**config.mk**
```make
export PLATFORM = sky130hd
export DESIGN_NAME = sum_sq_flat
export DESIGN_NICKNAME = d
export VERILOG_FILES = /design/src/rtl/sum_sq_pkg.sv /design/src/rtl/sum_sq_if.sv /design/src/rtl/sum_sq_abs.sv /design/src/rtl/sum_sq.sv /design/src/flat_wrapper.sv
export SDC_FILE = /design/constraint.sdc
export NUM_CORES = 1
export LEC_CHECK = 0
export CORE_MARGIN = 2
export CORE_UTILIZATION = 23
export DETAILED_ROUTE_END_ITERATION = 10
export PLACE_DENSITY_LB_ADDON = 0.15
export SLEW_MARGIN = 5
export SYNTH_ARGS = -nofsm -noshare
export SYNTH_HDL_FRONTEND = slang
export SYNTH_HIERARCHICAL = 1
export SYNTH_SLANG_ARGS = --single-unit
```
**constraint.sdc**
```tcl
create_clock -name clk -period 5.1 [get_ports clk]
set_clock_uncertainty 0.05 [all_clocks]
set_input_delay 0.51 -clock clk [delete_from_list [all_inputs] [get_ports clk]]
set_output_delay 0.51 -clock clk [all_outputs]
set_load 0.05 [all_outputs]
```
**src/rtl/sum_sq_pkg.sv**
```systemverilog
// Shared constants and state encoding for the sum-of-squares block.
package sum_sq_pkg;

    localparam int unsigned IN_W_DEF   = 8;
    localparam int unsigned SUM_SQ_LAT = 2 * IN_W_DEF + 1;

    typedef logic [1:0] state_t;

    localparam state_t StIdle = 2'd0;
    localparam state_t StSqx  = 2'd1;
    localparam state_t StSqy  = 2'd2;
    localparam state_t StDone = 2'd3;

endpackage

```
**src/rtl/sum_sq_if.sv**
```systemverilog
// Operand handshake and result bus between the pair source, sum_sq and the square-root unit.
interface sum_sq_if
    import sum_sq_pkg::*;
#(
    parameter int unsigned IN_W = IN_W_DEF
);

    logic                   in_valid;
    logic                   in_ready;
    logic signed [IN_W-1:0] x;
    logic signed [IN_W-1:0] y;
    logic                   sqrt_en;
    logic [2*IN_W-1:0]      din;

    modport master (
        output in_valid,
        output x,
        output y,
        input  in_ready,
        input  sqrt_en,
        input  din
    );

    modport slave (
        input  in_valid,
        input  x,
        input  y,
        output in_ready,
        output sqrt_en,
        output din
    );

endinterface

```
**src/rtl/sum_sq_abs.sv**
```systemverilog
// Unsigned magnitude of a signed operand; with SUM_SQ_CLIP_EN the most-negative value is
// first clipped to -(2^(IN_W-1)-1).
module sum_sq_abs
    import sum_sq_pkg::*;
#(
    parameter int unsigned IN_W = IN_W_DEF
) (
    input  logic signed [IN_W-1:0] val,
    output logic [IN_W-1:0]        mag
);

`ifdef SUM_SQ_CLIP_EN
    localparam logic [IN_W-1:0] MinNeg = {1'b1, {(IN_W-1){1'b0}}};
    localparam logic [IN_W-1:0] One    = {{(IN_W-1){1'b0}}, 1'b1};
`endif

    logic [IN_W-1:0] src;

    always_comb begin
        src = $unsigned(val);
`ifdef SUM_SQ_CLIP_EN
        if (src == MinNeg) begin
            src = MinNeg + One;
        end
`endif
        // Unsigned result keeps 2^(IN_W-1) representable for the unclipped minimum.
        mag = src[IN_W-1] ? (~src + 1'b1) : src;
    end

endmodule

```
**src/rtl/sum_sq.sv**
```systemverilog
// Serial shift-and-add computation of x*x + y*y for the downstream square-root unit.
// Optional build macro: SUM_SQ_CLIP_EN (clip the most-negative input before squaring).
module sum_sq
    import sum_sq_pkg::*;
#(
    parameter int unsigned IN_W = IN_W_DEF
) (
    input  logic     clk,
    input  logic     rst_n,
    sum_sq_if.slave  bus
);

    localparam int unsigned AccW = 2 * IN_W;
    localparam int unsigned CntW = (IN_W > 1) ? $clog2(IN_W) : 1;
    localparam logic [CntW-1:0] CntLast = CntW'(IN_W - 1);

    state_t          state_q, state_d;
    logic [IN_W-1:0] mag_x, mag_y;
    logic [IN_W-1:0] ax_q, ay_q;
    logic [IN_W-1:0] op;
    logic [AccW-1:0] addend;
    logic [AccW-1:0] acc_q, acc_d;
    logic [AccW-1:0] din_q, din_d;
    logic [CntW-1:0] cnt_q, cnt_d;
    logic            sqrt_en_q, sqrt_en_d;
    logic            accept;

    sum_sq_abs #(
        .IN_W (IN_W)
    ) u_abs_x (
        .val (bus.x),
        .mag (mag_x)
    );

    sum_sq_abs #(
        .IN_W (IN_W)
    ) u_abs_y (
        .val (bus.y),
        .mag (mag_y)
    );

    assign bus.in_ready = (state_q == StIdle);
    assign bus.sqrt_en  = sqrt_en_q;
    assign bus.din      = din_q;
    assign accept       = (state_q == StIdle) && bus.in_valid;

    always_comb begin
        state_d   = state_q;
        acc_d     = acc_q;
        cnt_d     = cnt_q;
        din_d     = din_q;
        sqrt_en_d = 1'b0;

        // One operand is squared per phase: bit k of the magnitude gates (mag << k).
        op     = (state_q == StSqy) ? ay_q : ax_q;
        addend = op[cnt_q] ? (AccW'(op) << cnt_q) : '0;

        case (state_q)
            StIdle: begin
                if (bus.in_valid) begin
                    state_d = StSqx;
                    acc_d   = '0;
                    cnt_d   = '0;
                end
            end
            StSqx: begin
                acc_d = acc_q + addend;
                if (cnt_q == CntLast) begin
                    cnt_d   = '0;
                    state_d = StSqy;
                end else begin
                    cnt_d = cnt_q + 1'b1;
                end
            end
            StSqy: begin
                acc_d = acc_q + addend;
                if (cnt_q == CntLast) begin
                    cnt_d   = '0;
                    state_d = StDone;
                end else begin
                    cnt_d = cnt_q + 1'b1;
                end
            end
            StDone: begin
                sqrt_en_d = 1'b1;
                din_d     = acc_q;
                state_d   = StIdle;
            end
            default: begin
                state_d = StIdle;
            end
        endcase
    end

    always_ff @(posedge clk or negedge rst_n) begin
        if (!rst_n) begin
            state_q   <= StIdle;
            acc_q     <= '0;
            cnt_q     <= '0;
            din_q     <= '0;
            sqrt_en_q <= 1'b0;
        end else begin
            state_q   <= state_d;
            acc_q     <= acc_d;
            cnt_q     <= cnt_d;
            din_q     <= din_d;
            sqrt_en_q <= sqrt_en_d;
        end
    end

    always_ff @(posedge clk or negedge rst_n) begin
        if (!rst_n) begin
            ax_q <= '0;
            ay_q <= '0;
        end else if (accept) begin
            ax_q <= mag_x;
            ay_q <= mag_y;
        end
    end

endmodule

```
**src/flat_wrapper.sv**
```systemverilog
// flat-port wrapper written by rule: the top's interface ports become plain ports
module sum_sq_flat import sum_sq_pkg::*;
#(
    parameter int unsigned IN_W = IN_W_DEF
)
  (clk, rst_n, bus_in_valid, bus_x, bus_y, bus_in_ready, bus_sqrt_en, bus_din);
  sum_sq_if #(.IN_W(IN_W)) bus_i ();
  input  logic clk;
  input  logic rst_n;
  input wire logic [$bits(bus_i.in_valid)-1:0] bus_in_valid;
  input wire logic [$bits(bus_i.x)-1:0] bus_x;
  input wire logic [$bits(bus_i.y)-1:0] bus_y;
  output wire logic [$bits(bus_i.in_ready)-1:0] bus_in_ready;
  output wire logic [$bits(bus_i.sqrt_en)-1:0] bus_sqrt_en;
  output wire logic [$bits(bus_i.din)-1:0] bus_din;
  assign bus_i.in_valid = bus_in_valid;
  assign bus_i.x = bus_x;
  assign bus_i.y = bus_y;
  assign bus_in_ready = bus_i.in_ready;
  assign bus_sqrt_en = bus_i.sqrt_en;
  assign bus_din = bus_i.din;
  sum_sq #(.IN_W(IN_W)) u_core (.clk(clk), .rst_n(rst_n), .bus(bus_i));
endmodule
```
# == Word-level counts from Yosys, hierarchy flattened ==
# Cells that the tools add are included.
# totals
regBits,54
inputBits,19
wordCells,44
# op_classes
addsub,4
n_lt_le_gt_ge,1
eq_ne,7
shift,1
muxes,16
bitwise,2
n_reduce_logical,6
# ops
op,count
16-bit two-way mux,2
16-bit case mux with 2 select lines,1
8-bit two-way mux,3
16-bit adder,1
8-bit by 1-bit adder with 8-bit output (second input constant),2
8-bit NOT,2
8-bit by 3-bit << shifter with 16-bit output,1
2-bit case mux with 4 select lines,1
2-bit two-way mux,3
3-bit two-way mux,2
3-bit case mux with 2 select lines,1
2-bit equality test (second input constant),2
3-bit by 4-bit < comparator with 1-bit output (second input constant),1
2-bit != test (second input constant),2
3-bit by 1-bit adder with 3-bit output (second input constant),1
1-bit binary-select mux with 3-bit select,1
3-bit equality test (second input constant),1
3-bit AND reduction,1
2-bit by 1-bit equality test with 1-bit output (second input constant),1
2-bit logical NOT,1
1-bit two-way mux,2
2-bit by 1-bit != test with 1-bit output (second input constant),1
2-bit AND reduction,1
2-bit nonzero test,1
2 further kinds,2

# == Depth between registers and ports, before layout ==
# logic_depth
ltp_word,7
mapped_depth,17
ltp_nobuf,15

# == By module ==
# The synthesis kept the hierarchy.
# modules_own_cells
mod,n_inst,cells_per_inst,area_each_um2,seq_area_each_um2
sum_sq,1,310,3256.9,1351.3
sum_sq_abs,2,21,146.4,0.0

# == Worst setup path after synthesis ==
# OpenSTA, ideal clock, no wires.
# synth_timing
path_type,reg-to-reg
start,register u_core.state_q[0]
end,register u_core.acc_q[15]
setup_ns,0.124
arrival_ns,3.447
t_required_ns,4.926
path_slack_ns,1.479
stages_incl_launch_ff,15
path_cell_list,dfrtp_1 > inv_1 > ha_1 > buf_6 > mux2i_1 > mux4_2 > or2_1 > nor3_2 > ha_1 > a21o_1 > nand4_2 > a31oi_4 > or4_4 > and3_4 > a211o_1
# synth_via
elab_chain_cells,7
# synth_rtl
element,line_no,source
"start, declared",sum_sq.sv:17,"state_t state_q, state_d;"
"start signal, assigned",sum_sq.sv:97,state_q <= StIdle;
"start signal, assigned",sum_sq.sv:103,state_q <= state_d;
2-bit equality test,"sum_sq.sv:55, sum_sq.sv:58",
8-bit two-way mux,sum_sq.sv:55,op = (state_q == StSqy) ? ay_q : ax_q;
1-bit binary-select mux with 3-bit select,sum_sq.sv:56,addend = op[cnt_q] ? (AccW'(op) << cnt_q) : '0;
1-bit two-way mux (implied by the code),sum_sq.sv:56,
16-bit two-way mux,sum_sq.sv:56,
16-bit adder,"sum_sq.sv:67, sum_sq.sv:76",
16-bit case mux with 2 select lines,sum_sq.sv:58,case (state_q)
"end signal, assigned",sum_sq.sv:98,acc_q <= '0;
"end signal, assigned",sum_sq.sv:104,acc_q <= acc_d;
"end, declared",sum_sq.sv:22,"logic [AccW-1:0] acc_q, acc_d;"
# Several ways; a longest one is shown, not always the timed one. The select of a mux whose other input is x is not followed.
# A chain may end at the register's enable or synchronous reset.

# == Worst setup path after layout ==
# Ends and elaborated chain as after synthesis.

==> results by group <==
Status
  • Status: finished, final reports clean

Logic synthesis
  • Post-Syn Instances: 352
  • Post-Syn Area: 3550 sq um
  • Post-synth top flop: dfrtp_1
  • Synth top area cells: dfrtp_1 38%, mux2_2 12%, ha_1 8.1%, nand2_1 3.7%, xnor2_1 3.5%
  • Count of cell types in the netlist: 59
  • Yosys reg bits: 54
  • Net Count, Synth: roughly 400
  • Post-synth EDFFs: 0
  • Yosys warns: 6
  • Area leader, netlist: dfrtp_1
  • Yosys top cell area share: 0.381
  • FFs w/ async S/R, synth: 1.00
  • Mean post-synth cell area: slightly above 10 sq um
  • Sequential area share after synthesis: 0.381

Worst setup path
  • Nature of the critical path startpoint: flip-flop
  • Launch point of the worst path: u_core/state_q[0]
  • Worst-case reg-to-reg path depth: 13
  • R2R Path End: u_core/acc_q[15]
  • Reg2Reg Setup Slack: slightly above 1000 ps
  • Reg-to-reg critical path startpoint: u_core/state_q[0]
  • WS Path Type: flip-flop to flip-flop
  • Maximum fanout along the worst path: 10
  • Worst EP required: roughly 5200 ps
  • Worst EP arrival: 4220 ps
  • CP endpoint kind: flip-flop

Detailed routing
  • Via count: around 2700
  • Routed vias/inst: between 4 and 5
  • Aggregate routed wire length: 8070 um
  • DRC viols: 0
  • 1st-pass router iterations: 4
  • Avg WL per Cell: roughly 14 um
  • Detailed Route Iter0 Violations: between 100 and 150
  • Routed Antenna Nets: 0

Finish
  • Storage element area: about 1400 sq um
  • Area growth, synth to finish: 20.6%
  • Multi-input gate area: between 2000 and 2500 sq um
  • FILL cells: approximately 1600
  • Final nets: ~430
  • Layout cells sized above 1: 0.169
  • Number of diodes: 0

Power and ir drop
  • LEAKAGE: about 1.8 nW
  • Worst VDD drop: 0.199 mV
  • PwrDens: slightly below 700 nW/um^2

STA
  • Final Max Slew Viols: 0
  • Crit share post-route: 0.800
  • Setup-failing EPs final: 0
  • Sum Neg Setup Slack: 0 ps
  • Fin worst setup slack: just over 1000 ps
  • Unrepaired setup endpoints after global routing: false
  • Worst Max-Slew Pin Slew: around 940 ps
  • Final Hold Fails: 0
  • Max Clock Freq: ~250 MHz
  • Relative slew slack: 0.372
  • Tmin final: just over 4000 ps

Placement
  • Port Buffers: 36
  • Pre-CTS setup slack: between 900 and 1000 ps
  • Global placer's final weighted congestion: between 0.7 and 0.8
  • HPWL after DPL: between 6000 and 7000 um

Floorplan
  • DIE HEIGHT: around 130 um
  • Floorplan row count: 45
  • Core area: between 15000 and 20000 sq um
  • Die ar.: about 16000 sq um
  • IO Count: 37
  • Initial Util: 0.234
  • Die width: 128 um

GRT
  • First-pass GRT wire length: 13900 um
  • Antenna violations before repair: 0
  • GR Overflow Total: 0
  • Vias in the first global route: ~2700
  • GRT Util Overall: 0.107
  • Pin count of the biggest net entering global routing: 55

Min path
  • Hold WC Path Type: input port to asynchronous set/reset pin

Clock network
  • # H-tree levels: 2
  • PostCTS Resize Cnt: 0
  • Post-CTS Hold Buffers: 0
  • Clock sink count: between 50 and 60
  • Post-CTS setup buffers: 0
  • Reg clk slew, reported paths: roughly 80 ps
  • Worst skew pair latency: 300 ps
  • Clk buf depth: 2
  • CTS Root Cell: clkbuf_16
  • TritonCTS buffer count: 5
  • CTS tree: done

Job
  • Max-cap check violation count: 0
==> cells by family (layout without fill, tap and decap cells) <==
family | count (synthesis) | in the layout | share of synthesized area
simple gates | 96 | 96 | 0.136
compound gates | 82 | 82 | 0.159
flops | 54 | 54 | 0.381
mux | 50 | 50 | 0.158
buf+inv | 27 | 59 | 0.0331
fa+ha+maj | 24 | 24 | 0.0867
xor+xnor | 19 | 19 | 0.0469
==> critical path, stage by stage (launching register included) <==
cell and delay [ps]:
dfrtp_1 400, inv_1 100, ha_1 480, mux2i_1 200, mux4_2 560, or2_1 290, nor3_2 250, ha_1 280
a21o_1 180, nand4_2 120, a31oi_4 120, or4_4 500, and3_4 190, a211o_1 260
==> cell usage after synthesis (4+ instances only) <==
library cell / n
xor2_1: 5
o31ai_1: 5
a21oi_1: 15
nand2b_1: 5
nand3_1: 8
a21o_1: 7
dfrtp_1: 54
xnor2_1: 14
ha_1: 23
o211ai_1: 4
nor2_1: 24
o21ai_0: 23
a22o_1: 4
o21ai_1: 5
mux2i_1: 10
mux2_2: 39
nand2_1: 35
clkbuf_1: 9
inv_1: 13
==> report_power, final <==
part	internal, W	total, W	switching [W]
combinational	0.000697	0.00170	0.00101
sequential	0.000604	0.000750	0.000147
clock	0.000282	0.000443	0.000160
==> area by class of cell <==
class / instances / share of cell area
inverter: 13 / 0.0114
timing repair buffer: 38 / 0.0865
tap: 188 / 0.0550
clock buffer: 5 / 0.0292
sequential: 54 / 0.316
multi-input combinational: 271 / 0.486
clock inverter: 3 / 0.0161
==> metrics by stage <==
stage / hold slack (ps) / std cells / utilization / instance area [sq um] / power, W
6_report: 288 / 572 / 0.283 / 4280 / 0.00290
5_1_grt: 366 / 572 / 0.283 / 4280 / 0.00317
4_1_cts: 326 / 572 / 0.283 / 4280 / 0.00296
3_5_place_dp: 445 / 564 / 0.270 / 4090 / 0.00249
3_3_place_gp: 440 / 564 / 0.270 / 4090 / 0.00249
2_1_floorplan: 164 / 352 / - / 3550 / 0.00203
==> registers in the layout (all words and copies together), names as in the netlist <==
| name | count |
|---|---|
| u_core/acc_q | 16 |
| u_core/ax_q | 8 |
| u_core/ay_q | 8 |
| u_core/bus.din | 16 |
| u_core/bus.sqrt_en | 1 |
| u_core/cnt_q | 3 |
| u_core/state_q | 2 |
==> how the worst max path moves through the flow <==
stage	end	slack, ps	cells after the start
after floorplan	u_core/acc_q[15]	1480	14
after global placement	u_core/acc_q[15]	1130	13
after detailed placement	u_core/acc_q[15]	990	13
after CTS	u_core/acc_q[15]	980	13
after global routing	u_core/acc_q[15]	720	13
final	u_core/acc_q[15]	1020	13
==> layout by cell type (no fill, tap or decap), types with 2 or more instances in the layout <==
master and n:
o31ai_2 2, dfrtp_1 54, xnor2_1 14, and2_1 3, o22ai_1 2, a211oi_1 2, nand2_1 35, o211ai_1 4
mux2i_1 10, nor4_1 2, o31ai_1 5, a22o_1 4, bufinv_16 2, ha_1 23, nor2_1 24, inv_1 13
clkdlybuf4s50_1 35, clkbuf_16 5, nand3_1 8, a21oi_1 15, buf_4 2, xor2_1 5, nand2b_1 5, or3_1 3
or3_4 2, a21o_1 7, o21ai_0 23, o21ai_1 5, mux2_2 39
==> per-layer routing <==
layer / GRT usage / wire [um] / up-vias
li1: - / - / 1332
met1: 0.142 / 3950 / 1284
met2: 0.175 / 3850 / 40
met3: 0.0213 / 167 / 6
met4: 0.0349 / 98 / 0
met5: 0 / 0 / -
No activity file was read; power rests on OpenSTA's default activity.
